## config.mk

```make
export PLATFORM = sky130hd
export DESIGN_NAME = clock_divider_prog
export DESIGN_NICKNAME = d
export VERILOG_FILES = /design/src/rtl/clkdiv_pkg.sv /design/src/rtl/clock_divider_prog.sv
export SDC_FILE = /design/constraint.sdc
export NUM_CORES = 1
export LEC_CHECK = 0
export CORE_MARGIN = 2
export CORE_UTILIZATION = 55
export DETAILED_ROUTE_END_ITERATION = 12
export PLACE_DENSITY_LB_ADDON = 0.15
export SLEW_MARGIN = 30
export SYNTH_ARGS = -nofsm -noshare
export SYNTH_HDL_FRONTEND = slang
export SYNTH_SLANG_ARGS = --single-unit
export TNS_END_PERCENT = 100
```

## constraint.sdc

```tcl
create_clock -name clk -period 4.95 [get_ports clk]
set_input_delay 0.495 -clock clk [delete_from_list [all_inputs] [get_ports clk]]
set_output_delay 0.495 -clock clk [all_outputs]
set_load 0.05 [all_outputs]
```

## src/rtl/clkdiv_pkg.sv

```systemverilog
// Shared definitions for the programmable clock divider.
//   state_e      : controller state (IDLE, RUN)
//   MIN_RATIO    : smallest usable divide ratio
//   clamp_ratio  : raises any ratio below MIN_RATIO up to MIN_RATIO
package clkdiv_pkg;

    typedef enum logic {
        IDLE = 1'b0,
        RUN  = 1'b1
    } state_e;

    localparam int unsigned MIN_RATIO = 2;

    // Ratios 0 and 1 cannot produce a valid high and low phase.
    function automatic int unsigned clamp_ratio(input int unsigned r);
        return (r < MIN_RATIO) ? MIN_RATIO : r;
    endfunction

endpackage

```

## src/rtl/clock_divider_prog.sv

```systemverilog
// Runtime-programmable integer clock divider.
// clk_out has a period of R input cycles: ceil(R/2) high, then floor(R/2) low.
// tick pulses on the first high cycle of each period. Ratio and enable changes
// only take effect at a period boundary, so clk_out never produces a runt pulse.
//
// Ports:
//   clk        in   system clock, all logic on posedge
//   rst        in   asynchronous, active-high reset
//   en         in   run request, sampled every cycle
//   div_ratio  in   requested divide ratio (0 and 1 clamp to 2)
//   load       in   strobe capturing div_ratio as the pending ratio
//   clk_out    out  divided clock (registered)
//   tick       out  one-cycle pulse on the first high cycle of clk_out (registered)
//   active     out  1 while running (registered)
module clock_divider_prog
    import clkdiv_pkg::*;
#(
    parameter int W             = 8,
    parameter int DEFAULT_RATIO = 4
) (
    input  logic         clk,
    input  logic         rst,
    input  logic         en,
    input  logic [W-1:0] div_ratio,
    input  logic         load,
    output logic         clk_out,
    output logic         tick,
    output logic         active
);

    localparam logic [W-1:0] DEF_RATIO = W'(DEFAULT_RATIO);

    state_e       state_q;
    logic [W-1:0] cnt_q;
    logic [W-1:0] ratio_cur_q;
    logic [W-1:0] ratio_pend_q;
    logic         pend_valid_q;
    logic         clk_out_q;
    logic         tick_q;
    logic         active_q;

    logic [W-1:0] ld_ratio;
    logic [W-1:0] ratio_next_period;
    logic [W-1:0] ratio_eff;
    logic [W-1:0] cnt_d;
    logic [W-1:0] high_len;
    logic         wrap;

    // NOTE: every signal gets a value on every path through this block, so no
    // latch is inferred.
    always_comb begin
        ld_ratio = W'(clamp_ratio(32'(div_ratio)));
        // R >= 2 always, so R-1 cannot underflow.
        wrap     = (cnt_q == ratio_cur_q - W'(1));
        // A load on the wrap cycle bypasses the pending register and applies
        // to the period that starts at this edge.
        ratio_next_period = load         ? ld_ratio     :
                            pend_valid_q ? ratio_pend_q : ratio_cur_q;
        ratio_eff = wrap ? ratio_next_period : ratio_cur_q;
        cnt_d     = wrap ? '0 : cnt_q + W'(1);
        // ceil(R/2) without an extra carry bit, so R = 2**W-1 still fits.
        high_len  = (ratio_eff >> 1) + {{(W-1){1'b0}}, ratio_eff[0]};
    end

    // NOTE: sequential state uses non-blocking assignments only; where two
    // assignments to the same register fall in one branch, the later one wins.
    always_ff @(posedge clk or posedge rst) begin
        if (rst) begin
            state_q      <= IDLE;
            cnt_q        <= '0;
            ratio_cur_q  <= DEF_RATIO;
            ratio_pend_q <= DEF_RATIO;
            pend_valid_q <= 1'b0;
            clk_out_q    <= 1'b0;
            tick_q       <= 1'b0;
            active_q     <= 1'b0;
        end else begin
            case (state_q)
                IDLE: begin
                    cnt_q        <= '0;
                    pend_valid_q <= 1'b0;
                    if (load) begin
                        ratio_cur_q  <= ld_ratio;
                        ratio_pend_q <= ld_ratio;
                    end
                    if (en) begin
                        state_q   <= RUN;
                        clk_out_q <= 1'b1;
                        tick_q    <= 1'b1;
                        active_q  <= 1'b1;
                    end else begin
                        clk_out_q <= 1'b0;
                        tick_q    <= 1'b0;
                        active_q  <= 1'b0;
                    end
                end

                RUN: begin
                    if (load) begin
                        ratio_pend_q <= ld_ratio;
                        pend_valid_q <= 1'b1;
                    end
                    if (wrap) begin
                        ratio_cur_q  <= ratio_next_period;
                        pend_valid_q <= 1'b0;
                    end
                    if (wrap && !en) begin
                        // The period just completed; stop cleanly at its end.
                        state_q   <= IDLE;
                        cnt_q     <= '0;
                        clk_out_q <= 1'b0;
                        tick_q    <= 1'b0;
                        active_q  <= 1'b0;
                    end else begin
                        cnt_q     <= cnt_d;
                        clk_out_q <= (cnt_d < high_len);
                        tick_q    <= (cnt_d == '0);
                        active_q  <= 1'b1;
                    end
                end

                default: begin
                    state_q   <= IDLE;
                    cnt_q     <= '0;
                    clk_out_q <= 1'b0;
                    tick_q    <= 1'b0;
                    active_q  <= 1'b0;
                end
            endcase
        end
    end

    assign clk_out = clk_out_q;
    assign tick    = tick_q;
    assign active  = active_q;

endmodule
```

* Word level (Yosys, flattened, before mapping)
Cells that the tools add are included.
Operators by class: eq/ne operators 3, multiplexer cells 19, reductions and logical operators 3, bitwise operators 1, add/subtract/negate cells 3, $lt $le $gt $ge 2
Operators by type and width (count):
- 2-to-1 mux 8 bit | 7
- case mux 8 bit (2 select lines) | 2
- adder 7 x 1 -> 8 bit | 1
- adder 8 x 1 -> 8 bit (second input constant) | 1
- == test 8 bit | 1
- logical NOT 8 bit | 1
- < comparator 8 x 2 -> 1 bit (second input constant) | 1
- < comparator 8 bit | 1
- case mux 1 bit (2 select lines) | 4
- subtractor 8 x 1 -> 8 bit (second input constant) | 1
- 2-to-1 mux 1 bit | 6
- inequality test 3 x 2 -> 1 bit (second input constant) | 1
- inequality test 2 bit (second input constant) | 1
- logical AND 1 bit | 1
- logical NOT 1 bit | 1
- inverter 1 bit | 1
Storage, ports and cells: output and inout port bits 3, input port bits 12, flip-flop bits (word level) 28

* Depth between registers and ports, before layout
depth in word-level cells 8, gate-level depth with buffers 19, depth with buffers taken out 18

* Least setup slack after synthesis
No wires, ideal clock.
path type register -> register, start register ratio_cur_q[0], end register clk_out_q (netlist: clk_out), stages on the path, launching flop included 19, arrival time 3745 ps, setup slack 1127 ps, clock period less this slack 3823 ps, data required time 4872 ps, path through dfrtp_1 inv_1 ha_1 xor2_1 nand3_1 a2111oi_4 nand2_1 clkbuf_1 o22a_1 o221ai_1 ha_1 and3_1 nand3_2 xnor2_1 ha_1 a21o_1 a21o_1 a221o_1 a21boi_1
Between the ends: longest elaborated chain between the ends 7, elaborated cells on any way between the ends 11
Ends and longest elaborated chain:
- from (decl) | RTL line clock_divider_prog.sv:35 | logic [W-1:0] ratio_cur_q;
- from (signal assigned) | RTL line clock_divider_prog.sv:83 | ratio_cur_q <= ld_ratio;
- from (signal assigned) | RTL line clock_divider_prog.sv:104 | ratio_cur_q <= ratio_next_period;
- subtractor 8 x 1 -> 8 bit or 2-to-1 mux 8 bit (tied branches) | RTL line clock_divider_prog.sv:54, clock_divider_prog.sv:58
- == test 8 bit or 2-to-1 mux 8 bit (tied branches) | RTL line clock_divider_prog.sv:54, clock_divider_prog.sv:57
- 2-to-1 mux 8 bit
- adder 7 x 1 -> 8 bit | RTL line clock_divider_prog.sv:62 | high_len = (ratio_eff >> 1) + {{(W-1){1'b0}}, ratio_eff[0]};
- < comparator 8 bit | RTL line clock_divider_prog.sv:116 | clk_out_q <= (cnt_d < high_len);
- 2-to-1 mux 1 bit (*) | RTL line clock_divider_prog.sv:107 | if (wrap && !en) begin
- case mux 1 bit (2 select lines) (*) | RTL line clock_divider_prog.sv:78 | case (state_q)
- to (signal assigned) | RTL line clock_divider_prog.sv:116
- to (decl) | RTL line clock_divider_prog.sv:38 | logic clk_out_q;
Mark *: on every way between the ends. The rest lies on a longest branch, timed or not. A chain may end at the register's enable or synchronous reset.

* Final worst setup path
Same ends and word-level chain as after synthesis.

==> flow_metrics.py <==
metrics = {
    "status": {
        "status": "finished, final reports clean",
    },
    "detailed_routing": {
        "wirelength_um": 4450,
        "num_vias": 1708,
        "ant_nets": 0,
        "post-route-drc-count": 0,
        "first_pass_iters": 4,
        "wl_per_cell_um": 15.1,
        "via_per_inst": 5.79,
        "drt_iter0_drc": 117,
    },
    "critical_path": {
        "crit_arrival_ps": 4360,
        "cp-start-kind": "flip-flop",
        "worstSetupPathType": "reg -> reg",
        "crit_path_start": "ratio_cur_q[0]",
        "end_kind": "flip-flop",
        "rr_startpoint": "ratio_cur_q[0]",
        "required_ps": 5160,
        "crit_fanout": 11,
    },
    "clock_network": {
        "cts_resized": 0,
        "post_cts_buffers": 0,
        "cts_root_buffer": "clkbuf_8",
        "clk_pin_slew_worst_paths_ps": 90,
        "cts_buffers": 3,
        "hold_buffers": 0,
        "clock_tree.buffer_depth": 2,
        "clock_latency_ps": 270,
        "cts.sinks": 28,
        "clock_tree.htree_level_count": 1,
        "tritoncts": "built",
    },
    "die": {
        "core_area_mm2": 0.00363,
        "rows": 22,
        "die_w_um": 65.3,
        "dieArea_mm2": 0.00426,
        "die_height_um": 65.3,
        "ioPinCount": 15,
        "start_util_pct": 56.9,
    },
    "timing": {
        "slew_headroom_pct": 56.2,
        "timing.final.ws_setup_ps": 793,
        "fin_tns_setup_ps": 0,
        "post-route-period-util_pct": 84.0,
        "finalSetupViolations": 0,
        "slew_violations": 0,
        "final_hold_viol_count": 0,
        "finClkSkew_ps": 3.01,
        "max_slew.worst_pin.slew_ps": 655,
        "grt_setup_unrepaired": "false",
        "post-route-min-period_ps": 4160,
        "fmax_mhz": 241,
    },
    "logic_synthesis": {
        "async_reset_ff_share_pct": 100,
        "synth_cell_types": 54,
        "synth_ff_type": "dfrtp_1",
        "avgSynthCellArea_um2": 8.54,
        "syn-instance-count": 242,
        "ys_ff_latch": 28,
        "ys_warn_count": 0,
        "synth-edff-count": 0,
        "synth_area_mm2": 0.00207,
        "yosysSeqAreaShare_pct": 34.0,
        "synth_nets": 265,
    },
    "global_routing": {
        "grt-ovfl-total": 0,
        "grt_pass1_vias": 1628,
        "grt_pass1_wl_um": 7820,
        "grt_max_degree": 29,
        "track_usage_pct": 23.9,
        "antenna_found_initial": 0,
    },
    "placed_design": {
        "gp_congestion": 0.832,
        "pre_cts_ws_ps": 834,
        "port_buffers": 14,
        "place.detailed.hpwl_um": 3380,
    },
    "min_path": {
        "worstHoldStart": "ratio_pend_q[2]",
        "min_path_type": "reg -> reg",
    },
    "final_layout": {
        "areaGrowthSynthToFinish_pct": 9.08,
        "diodes": 0,
        "drive_gt1_share_pct": 6.88,
        "fill_cells": 330,
        "layout.nets": 271,
    },
    "power_and_ir_drop": {
        "cellPowerDensity_mw_per_mm2": 600,
        "leakagePower_uw": 0.000991,
        "total_power_uw": 1350,
        "vdd_ir_drop_max_mv": 0.442,
    },
    "flow_run": {
        "cap_violations": 0,
    },
}
through the flow:
step                      std cells  util [%]  hold slack, ps  area [µm²]
after floorplan                 242         -             448        2070
after global placement          291      60.5             459        2200
after detailed placement        291      60.5             472        2200
after CTS                       295      62.1             486        2250
after global routing            295      62.1             529        2250
final                           295      62.1             481        2250
final cells by class:
| class | instances | area, µm² | area share [%] |
|---|---|---|---|
| Tap cell | 48 | 60.1 | 2.66 |
| Sequential cell | 28 | 703 | 31.2 |
| Inverter | 12 | 45.0 | 2.00 |
| Timing Repair Buffer | 15 | 148 | 6.55 |
| Clock buffer | 4 | 55.1 | 2.44 |
| Multi-Input combinational cell | 188 | 1240 | 55.2 |
critical path, cell delays in order, from the launching register on:
cell and delay [ps]:
dfrtp_1 470, inv_1 110, ha_1 310, xor2_1 170, nand3_1 130, a2111oi_4 340
nand2_1 280, o22a_1 240, o221ai_1 280, ha_1 250, and3_1 210, nand3_2 100
or3_1 330, ha_1 300, nand4_1 80, nor2_1 50, a221o_1 310, a21boi_1 140
registers in the layout, indices dropped and copies added, names as in the netlist:
name and cells:
cnt_q 8, ratio_cur_q 8, ratio_pend_q 8, active 1
clk_out 1, tick 1, pend_valid_q 1
final timing paths:
check                                  end  slack (ps)  cells after the start
max                                clk_out         790                     17
min                        ratio_pend_q[2]         480                      2
max reg2reg                        clk_out         790                     17
min reg2reg                ratio_pend_q[2]         480                      2
max in group asynchronous   ratio_cur_q[3]        3950                      2
min in group asynchronous  ratio_pend_q[7]         600                      2
placed cells by master, fill, tap and decap left out, types with 2 or more instances in the layout:
cell,synthesis,layout
a21o_1,2,2
ha_1,11,11
o21bai_1,2,2
a22oi_1,2,2
nor2b_1,3,3
dfrtp_1,26,26
or3_1,2,2
o21ai_0,16,16
o221ai_1,2,2
a21oi_1,5,5
nor2_1,31,31
xnor2_1,12,12
and2_1,2,2
nand2_1,25,25
and3_1,7,7
inv_1,12,11
clkdlybuf4s50_1,0,14
o22a_1,2,2
mux2i_1,3,3
nand2b_1,3,3
xor2_1,9,9
nand4_1,4,4
a31oi_1,5,5
mux2_2,2,2
o211ai_1,2,2
nand3_1,8,8
nor4_2,2,2
or2_1,2,2
dfstp_2,2,2
nand3b_1,3,3
nor3_1,2,2
clkbuf_8,0,4
power by group:
group	total [µW]	switching [µW]	internal [µW]
clock	143	71.3	71.3
combinational	762	401	360
sequential	450	141	309
synth_stat cells (all sizes together), types with 2 or more instances:
master	number	area share [%]
nor2	31	5.6
nor4	3	1.5
xor2	9	3.8
nor2b	3	0.91
nand4	4	1.2
mux2	2	1.1
nand2b	3	0.91
nand2	25	4.5
dfstp	2	2.5
a22oi	2	0.73
o221ai	2	0.85
a21oi	5	1.2
o211ai	2	0.73
a21boi	2	0.73
a22o	3	1.8
buf	7	2.4
o22a	2	0.85
and3	7	2.1
nor3	2	0.48
a31oi	5	1.5
o21ai	18	4.5
nand3b	3	1.1
ha	11	6.7
and2	2	0.61
clkbuf	7	1.3
mux2i	3	1.5
o21bai	2	0.73
dfrtp	26	31
xnor2	12	5.1
a21o	2	0.73
or3	2	0.61
inv	12	2.2
or2	2	0.61
nand3	9	2.4
cells by family after synthesis:
kind of cell,count (synthesis),synth area share (%)
and+or+nand+nor,97,23.0
AOI/OAI and AO/OA,54,19.1
DFF,28,34.0
buffers and inverters,26,5.81
xor gates and xnor gates,21,8.90
adders and majority gates,11,6.66
muxes,5,2.54
per-layer routing:
metal / routed length [µm] / GRT usage, % / vias to the layer above / share of wire [%]
li1: - / - / 858 / -
met1: 2170 / 34.4 / 813 / 49
met2: 2080 / 38.0 / 32 / 47
met3: 148 / 3.08 / 5 / 3.3
met4: 49 / 6.25 / 0 / 1.1
met5: 0 / 0 / - / 0
(Power assumes the default switching activity.)
